### config.mk
export PLATFORM = sky130hd
export DESIGN_NAME = gtp_rx_deframer
export DESIGN_NICKNAME = d
export VERILOG_FILES = /design/src/rtl/gtp_rx_pkg.sv /design/src/rtl/gtp_rx_lane_align.sv /design/src/rtl/gtp_rx_deframer.sv
export SDC_FILE = /design/constraint.sdc
export NUM_CORES = 1
export LEC_CHECK = 0
export ABC_AREA = 0
export ABC_CLOCK_PERIOD_IN_PS = 4200
export CAP_MARGIN = 20
export CORE_MARGIN = 8
export CORE_UTILIZATION = 35
export CTS_CLUSTER_SIZE = 30
export DETAILED_ROUTE_END_ITERATION = 16
export GPL_ROUTABILITY_DRIVEN = 0
export GPL_TIMING_DRIVEN = 0
export PLACE_DENSITY = 0.68
export SYNTH_ARGS = -nofsm -noshare
export SYNTH_HDL_FRONTEND = slang
export SYNTH_SLANG_ARGS = --single-unit
### constraint.sdc
create_clock -name gt_rxusrclk_in -period 4.2 [get_ports gt_rxusrclk_in]
set_input_delay 0.84 -clock gt_rxusrclk_in [delete_from_list [all_inputs] [get_ports gt_rxusrclk_in]]
set_output_delay 0.84 -clock gt_rxusrclk_in [all_outputs]
set_load 0.005 [all_outputs]
### src/rtl/gtp_rx_pkg.sv
`default_nettype none
// ============================================================================
// Module      : gtp_rx_pkg
// Description : Shared constants and types for the GTP receive deframer.
//               K28_5        - comma/header K-character
//               rx_state_t   - deframer state machine states
//               lane_mode_t  - byte-lane alignment of the incoming stream
// Revision    : 1.0 - initial release
// ============================================================================
package gtp_rx_pkg;

    localparam logic [7:0] K28_5 = 8'hBC;

    typedef enum logic [1:0] {
        HUNT    = 2'd0,
        PAYLOAD = 2'd1,
        CHECK   = 2'd2,
        SKIP    = 2'd3
    } rx_state_t;

    typedef enum logic {
        ALIGNED = 1'b0,
        SHIFTED = 1'b1
    } lane_mode_t;

endpackage
`default_nettype wire

### src/rtl/gtp_rx_lane_align.sv
`default_nettype none
// ============================================================================
// Module      : gtp_rx_lane_align
// Description : Rebuilds logical 16-bit words from a possibly byte-shifted
//               GTP RX stream and detects a frame header on either lane.
// Ports       : clk, rst       - clock, synchronous active-high reset
//               i_rxdata       - raw RX data ([7:0] first on the wire)
//               i_rxcharisk    - raw K flags per byte
//               i_mode         - latched lane mode selecting the word mux
//               o_word         - logical word in the latched mode
//               o_word_isk     - logical K flags in the latched mode
//               o_hdr_det      - a header is present on either lane
//               o_hdr_mode     - lane on which the header was found
//               o_hdr_id       - channel ID carried by that header
// Revision    : 1.0 - initial release
// ============================================================================
module gtp_rx_lane_align
    import gtp_rx_pkg::*;
#(
    parameter logic [7:0] K_HEADER = K28_5,
    parameter int         ID_W     = 4
) (
    input  logic            clk,
    input  logic            rst,
    input  logic [15:0]     i_rxdata,
    input  logic [1:0]      i_rxcharisk,
    input  lane_mode_t      i_mode,
    output logic [15:0]     o_word,
    output logic [1:0]      o_word_isk,
    output logic            o_hdr_det,
    output lane_mode_t      o_hdr_mode,
    output logic [ID_W-1:0] o_hdr_id
);

    logic [7:0]  r_prev_byte;
    logic        r_prev_k;
    logic [15:0] w_shift_word;
    logic [1:0]  w_shift_isk;
    logic        w_hdr_aligned;
    logic        w_hdr_shifted;

    // Upper byte of the previous cycle becomes the low byte of the next
    // logical word when the link delivers words offset by one byte.
    always_ff @(posedge clk) begin
        if (rst) begin
            r_prev_byte <= 8'h00;
            r_prev_k    <= 1'b0;
        end else begin
            r_prev_byte <= i_rxdata[15:8];
            r_prev_k    <= i_rxcharisk[1];
        end
    end

    assign w_shift_word = {i_rxdata[7:0], r_prev_byte};
    assign w_shift_isk  = {i_rxcharisk[0], r_prev_k};

    // Exactly one K flag on the low logical byte; a double-K word never
    // qualifies as a header.
    assign w_hdr_aligned = (i_rxcharisk == 2'b01) && (i_rxdata[7:0] == K_HEADER);
    assign w_hdr_shifted = (w_shift_isk == 2'b01) && (r_prev_byte == K_HEADER);

    always_comb begin
        o_word     = i_rxdata;
        o_word_isk = i_rxcharisk;
        if (i_mode == SHIFTED) begin
            o_word     = w_shift_word;
            o_word_isk = w_shift_isk;
        end
    end

    // Aligned lane wins if both lanes ever claim a header in the same cycle.
    assign o_hdr_det  = w_hdr_aligned || w_hdr_shifted;
    assign o_hdr_mode = w_hdr_aligned ? ALIGNED : SHIFTED;
    assign o_hdr_id   = w_hdr_aligned ? i_rxdata[8 +: ID_W] : i_rxdata[0 +: ID_W];

endmodule
`default_nettype wire

### src/rtl/gtp_rx_deframer.sv
`default_nettype none
// ============================================================================
// Module      : gtp_rx_deframer
// Description : Receive deframer for the inter-FPGA GTP link. Hunts for a
//               K28.5 header on either lane, filters by channel ID, forwards
//               payload words with sof/eof, checks the additive checksum and
//               keeps saturating error counters.
// Ports       : gt_rxusrclk_in, reset_in      - clock, sync active-high reset
//               gt_rxdata, gt_rxcharisk       - raw GTP RX user interface
//               ch_sel                        - accepted ID (all-ones = any)
//               wr_data/wr_en/wr_sof/wr_eof   - payload write port
//               frame_good, frame_bad         - per-frame status pulses
//               cksum_err_cnt, kchar_err_cnt,
//               drop_cnt                      - saturating error counters
// Revision    : 1.0 - initial release
// ============================================================================
module gtp_rx_deframer
    import gtp_rx_pkg::*;
#(
    parameter int         PAYLOAD_WORDS = 4,
    parameter logic [7:0] K_HEADER      = K28_5,
    parameter int         CH_ID_W       = 4,
    parameter int         ERR_CNT_W     = 16
) (
    input  logic                 gt_rxusrclk_in,
    input  logic                 reset_in,
    input  logic [15:0]          gt_rxdata,
    input  logic [1:0]           gt_rxcharisk,
    input  logic [CH_ID_W-1:0]   ch_sel,
    output logic [15:0]          wr_data,
    output logic                 wr_en,
    output logic                 wr_sof,
    output logic                 wr_eof,
    output logic                 frame_good,
    output logic                 frame_bad,
    output logic [ERR_CNT_W-1:0] cksum_err_cnt,
    output logic [ERR_CNT_W-1:0] kchar_err_cnt,
    output logic [ERR_CNT_W-1:0] drop_cnt
);

    localparam int                     c_cnt_w     = $clog2(PAYLOAD_WORDS + 1);
    localparam logic [c_cnt_w-1:0]     c_last_word = c_cnt_w'(PAYLOAD_WORDS - 1);
    localparam logic [c_cnt_w-1:0]     c_skip_last = c_cnt_w'(PAYLOAD_WORDS);
    localparam logic [CH_ID_W-1:0]     c_any_id    = '1;
    localparam logic [ERR_CNT_W-1:0]   c_cnt_max   = '1;

    rx_state_t            r_state, w_next_state;
    lane_mode_t           r_mode;
    logic [c_cnt_w-1:0]   r_cnt;
    logic [15:0]          r_acc;

    logic [15:0]          w_word;
    logic [1:0]           w_word_isk;
    logic                 w_hdr_det;
    lane_mode_t           w_hdr_mode;
    logic [CH_ID_W-1:0]   w_hdr_id;

    logic                 w_kword;
    logic                 w_kabort;
    logic                 w_hunt_eval;
    logic                 w_accept;
    logic                 w_drop;
    logic                 w_write;
    logic                 w_check;

    logic [15:0]          r_wr_data;
    logic                 r_wr_en, r_wr_sof, r_wr_eof;
    logic                 r_frame_good, r_frame_bad;
    logic [ERR_CNT_W-1:0] r_cksum_err_cnt, r_kchar_err_cnt, r_drop_cnt;

    gtp_rx_lane_align #(
        .K_HEADER (K_HEADER),
        .ID_W     (CH_ID_W)
    ) u_lane_align (
        .clk         (gt_rxusrclk_in),
        .rst         (reset_in),
        .i_rxdata    (gt_rxdata),
        .i_rxcharisk (gt_rxcharisk),
        .i_mode      (r_mode),
        .o_word      (w_word),
        .o_word_isk  (w_word_isk),
        .o_hdr_det   (w_hdr_det),
        .o_hdr_mode  (w_hdr_mode),
        .o_hdr_id    (w_hdr_id)
    );

    assign w_kword = (w_word_isk != 2'b00);

    // Next-state logic. Any K-word that interrupts a frame is re-examined as a
    // header in the same cycle so a back-to-back frame is not lost.
    always_comb begin
        w_next_state = r_state;
        w_kabort     = 1'b0;
        w_hunt_eval  = 1'b0;
        w_accept     = 1'b0;
        w_drop       = 1'b0;
        w_write      = 1'b0;
        w_check      = 1'b0;
        case (r_state)
            HUNT: w_hunt_eval = 1'b1;
            PAYLOAD: begin
                if (w_kword) begin
                    w_kabort    = 1'b1;
                    w_hunt_eval = 1'b1;
                end else begin
                    w_write = 1'b1;
                    if (r_cnt == c_last_word) w_next_state = CHECK;
                end
            end
            CHECK: begin
                if (w_kword) begin
                    w_kabort    = 1'b1;
                    w_hunt_eval = 1'b1;
                end else begin
                    w_check      = 1'b1;
                    w_next_state = HUNT;
                end
            end
            SKIP: begin
                if (w_kword) begin
                    w_hunt_eval = 1'b1;
                end else if (r_cnt == c_skip_last) begin
                    w_next_state = HUNT;
                end
            end
            default: w_next_state = HUNT;
        endcase

        if (w_hunt_eval) begin
            w_next_state = HUNT;
            if (w_hdr_det) begin
                if ((ch_sel == c_any_id) || (w_hdr_id == ch_sel)) begin
                    w_accept     = 1'b1;
                    w_next_state = PAYLOAD;
                end else begin
                    w_drop       = 1'b1;
                    w_next_state = SKIP;
                end
            end
        end
    end

    always_ff @(posedge gt_rxusrclk_in) begin
        if (reset_in) begin
            r_state         <= HUNT;
            r_mode          <= ALIGNED;
            r_cnt           <= '0;
            r_acc           <= 16'h0000;
            r_wr_data       <= 16'h0000;
            r_wr_en         <= 1'b0;
            r_wr_sof        <= 1'b0;
            r_wr_eof        <= 1'b0;
            r_frame_good    <= 1'b0;
            r_frame_bad     <= 1'b0;
            r_cksum_err_cnt <= '0;
            r_kchar_err_cnt <= '0;
            r_drop_cnt      <= '0;
        end else begin
            r_state <= w_next_state;

            if (w_hunt_eval && w_hdr_det) r_mode <= w_hdr_mode;

            if (w_accept || w_drop) begin
                r_cnt <= '0;
            end else if ((r_state == PAYLOAD) || (r_state == SKIP)) begin
                r_cnt <= r_cnt + c_cnt_w'(1);
            end

            if (w_accept) begin
                r_acc <= 16'h0000;
            end else if (w_write) begin
                r_acc <= r_acc + w_word;
            end

            r_wr_data    <= w_word;
            r_wr_en      <= w_write;
            r_wr_sof     <= w_write && (r_cnt == '0);
            r_wr_eof     <= w_write && (r_cnt == c_last_word);
            r_frame_good <= w_check && (w_word == r_acc);
            r_frame_bad  <= (w_check && (w_word != r_acc)) || w_kabort;

            if (w_check && (w_word != r_acc) && (r_cksum_err_cnt != c_cnt_max))
                r_cksum_err_cnt <= r_cksum_err_cnt + ERR_CNT_W'(1);
            if (w_kabort && (r_kchar_err_cnt != c_cnt_max))
                r_kchar_err_cnt <= r_kchar_err_cnt + ERR_CNT_W'(1);
            if (w_drop && (r_drop_cnt != c_cnt_max))
                r_drop_cnt <= r_drop_cnt + ERR_CNT_W'(1);
        end
    end

    assign wr_data       = r_wr_data;
    assign wr_en         = r_wr_en;
    assign wr_sof        = r_wr_sof;
    assign wr_eof        = r_wr_eof;
    assign frame_good    = r_frame_good;
    assign frame_bad     = r_frame_bad;
    assign cksum_err_cnt = r_cksum_err_cnt;
    assign kchar_err_cnt = r_kchar_err_cnt;
    assign drop_cnt      = r_drop_cnt;

endmodule
`default_nettype wire

==> flow_metrics.py <==
metrics = {
    "outcome": {
        "outcome": "complete, no violations",
    },
    "pwr": {
        "irDropWorstVdd_uv": 198,
        "cellPowerDensity_mw_per_mm2": 302,
        "cellLeakagePower_nw": 2.36,
        "design_power_total_mw": 2.01,
    },
    "final_layout": {
        "final_area_mm2": 0.00664,
        "final_cell_mix": "dfxtp_1 (100), clkdlybuf4s50_1 (92), nor2_1 (70)",
        "drive_gt1_share_pct": 6.86,
        "diodes": 0,
        "final_common_cell": "dfxtp_1",
        "fill_cells": 1426,
        "nets": 759,
        "syn2layout_area_growth_pct": 28.4,
    },
    "cts": {
        "clk_latency_ps": 360,
        "clk_path_buf_depth": 2,
        "cts_tree": "built",
        "cts-root-buf": "clkbuf_16",
        "cts.clk_slew.worst_paths_ps": 70,
        "cts_num_sinks": 100,
        "postCtsSetupBuffers": 0,
        "cts_max_level": 3,
        "cts_resized": 0,
        "numCtsBuffers": 9,
        "hold_buffers": 0,
    },
    "critical_path": {
        "r2r_start": "r_mode$_SDFFE_PP0P_",
        "cp-start-kind": "primary input",
        "crit_required_ps": 4430,
        "arrival_ps": 3850,
        "worst-r2r-cell-count": 11,
        "critPathKind": "in2reg",
        "r2r_end": "cksum_err_cnt[11]$_SDFFE_PP0P_",
        "ff2ff_setup_slack_ps": 720,
        "worst_setup_path_end_kind": "flop",
        "critPathMaxFanout": 8,
    },
    "detailed_routing": {
        "routed_wl_um": 13700,
        "wl_per_cell_um": 15.2,
        "via_count": 4471,
        "drc_errors": 0,
        "final_antenna_net_count": 0,
        "drtIter0Drc": 308,
        "first_pass_iters": 4,
        "avgViaCountPerCell": 4.98,
    },
    "sta": {
        "grt_setup_unrepaired": "no",
        "fin_crit_ps": 3620,
        "finalClockSkew_ps": 6.44,
        "setup_viol": 0,
        "hold_viol": 0,
        "fmax_ghz": 0.276,
        "setup_tns_ps": 0,
        "tightestPinTransition_ps": 602,
        "maxSlewViolCount": 0,
        "setup_ws_ps": 578,
        "max-slew-margin-rel_pct": 59.9,
        "period_share_pct": 86.2,
    },
    "logic_synthesis": {
        "synthDistinctLibCells": 58,
        "synth_edf_count": 0,
        "synthSimpleGateAreaFrac_pct": 27.6,
        "synthCells": 606,
        "postSynth.asyncResetShare_pct": 0,
        "synth-adder-area-share_pct": 6.43,
        "synthesis.area_mm2": 0.00517,
        "avgSynthCellArea_um2": 8.54,
        "synth_warnings": 0,
        "synth_mux_area_share_pct": 4.28,
        "synth_compound_area_share_pct": 12.2,
        "syn_nets": 656,
        "synthFlopType": "dfxtp_1",
        "synth-xor-area-share_pct": 7.25,
        "ys_ff_latch": 100,
        "ys_seq_area_share_pct": 38.7,
        "synth_top_family_by_area": "simple AND/OR/NAND/NOR gates",
    },
    "global_route": {
        "grt_antenna_before_repair": 0,
        "overflow": 0,
        "grt_pass1_vias": 4357,
        "grt_pass1_wl_um": 22000,
        "grt_usage_pct": 14.7,
        "grt_max_degree": 17,
    },
    "run": {
        "cap_violations": 0,
    },
    "place": {
        "post_dp_cell_area_mm2": 0.00633,
        "hpwl_um": 10500,
        "io_buffers": 92,
        "dp_slack_ps": 257,
    },
    "floorplan": {
        "die_area_mm2": 0.0189,
        "num_io_pins": 93,
        "rows": 44,
        "initial_core_util_pct": 35.7,
        "die_x_um": 138,
        "fp.dieH_um": 138,
        "coreArea_mm2": 0.0145,
    },
    "worst_hold_path": {
        "min_path_type": "reg2reg",
        "whs_path_depth": 2,
        "whs_endpoint": "r_acc[9]$_SDFFE_PP0P_",
        "hold_start": "r_acc[9]$_SDFFE_PP0P_",
    },
}
[registers in the layout (all words and copies together), names as in the netlist]
name and flops:
wr_eof 1, frame_bad 1, r_mode 1, r_cnt 3, wr_en 1, r_state 2, wr_sof 1, u_lane_align.r_prev_byte 8
kchar_err_cnt 16, wr_data 16, drop_cnt 16, frame_good 1, u_lane_align.r_prev_k 1, r_acc 16, cksum_err_cnt 16
[worst max path at each step]
stage / start / end / slack, ps
after floorplan: gt_rxdata[0] / r_acc[14]$_SDFFE_PP0P_ / 1280
after global placement: gt_rxdata[11] / cksum_err_cnt[15]$_SDFFE_PP0P_ / 230
after detailed placement: gt_rxdata[11] / cksum_err_cnt[15]$_SDFFE_PP0P_ / 260
after CTS: gt_rxdata[11] / cksum_err_cnt[15]$_SDFFE_PP0P_ / 610
after global routing: gt_rxdata[1] / cksum_err_cnt[15]$_SDFFE_PP0P_ / 240
final: gt_rxdata[11] / cksum_err_cnt[15]$_SDFFE_PP0P_ / 580
[Yosys cell counts, drive strengths merged (10+ instances only)]
cell      n  area, um^2
nor2b    23         144
nand4    16         100
o21ai    27         139
nor3     19         106
nand3    15        75.1
a21oi    38         194
ha       25         313
inv      20        75.1
nor4     10        87.6
nor2     71         283
or3      15        98.8
and3     13        81.3
dfxtp   100        2000
nand2    57         214
xnor2    28         253
and2     19         119
mux2     17         191
clkbuf   17        63.8
xor2     14         123
[stage by stage]
| stage | hold WS (ps) | cells | util (%) |
|---|---|---|---|
| 2_1_floorplan | 436 | 606 | - |
| 3_3_place_gp | 444 | 882 | 43.7 |
| 3_5_place_dp | 452 | 882 | 43.7 |
| 4_1_cts | 460 | 898 | 45.9 |
| 5_1_grt | 473 | 898 | 45.9 |
| 6_report | 457 | 898 | 45.9 |
[layout make-up]
type	count	area, um^2	share of cell area (%)
clock buffers	11	233	3.50
flip-flops and latches	100	2000	30.1
plain buffers	24	108	1.62
well taps	184	230	3.47
clock inverters	5	85.1	1.28
multi-input cells	462	2990	45.0
repair buffers	92	921	13.9
inverters	20	75.1	1.13
[worst max-delay path, stage by stage]
cell and delay [ps]:
clkdlybuf4s50_1 490, inv_1 80, o21ai_0 450, ha_1 340, clkbuf_1 170, nor3_1 230
nand4_1 200, o2111ai_1 330, or3_1 160, clkbuf_1 260, nor3_1 100, xnor2_1 140
nor2_1 50
[metal layers]
layer	vias up	wire (um)	GRT usage, %
met3	15	646	3.43
li1	2326	-	-
met5	-	0	0
met4	0	240	6.52
met1	2057	6630	19.1
met2	73	6170	22.7
[report_power, final]
group | switching [mW] | leakage (nW) | internal [mW]
sequential | 0.00487 | 0.812 | 0.961
clock | 0.377 | 0.150 | 0.526
combinational | 0.0732 | 1.40 | 0.0656
total | 0.455 | 2.36 | 1.55
[cell families after synthesis]
family | Yosys count
AND/OR/NAND/NOR | 271
AO/OA/AOI/OAI | 103
flip-flops | 100
buffers and inverters | 44
XOR/XNOR | 42
adder cells (fa/ha/maj) | 26
multiplexers | 20
No activity file was read; power rests on OpenSTA's default activity.
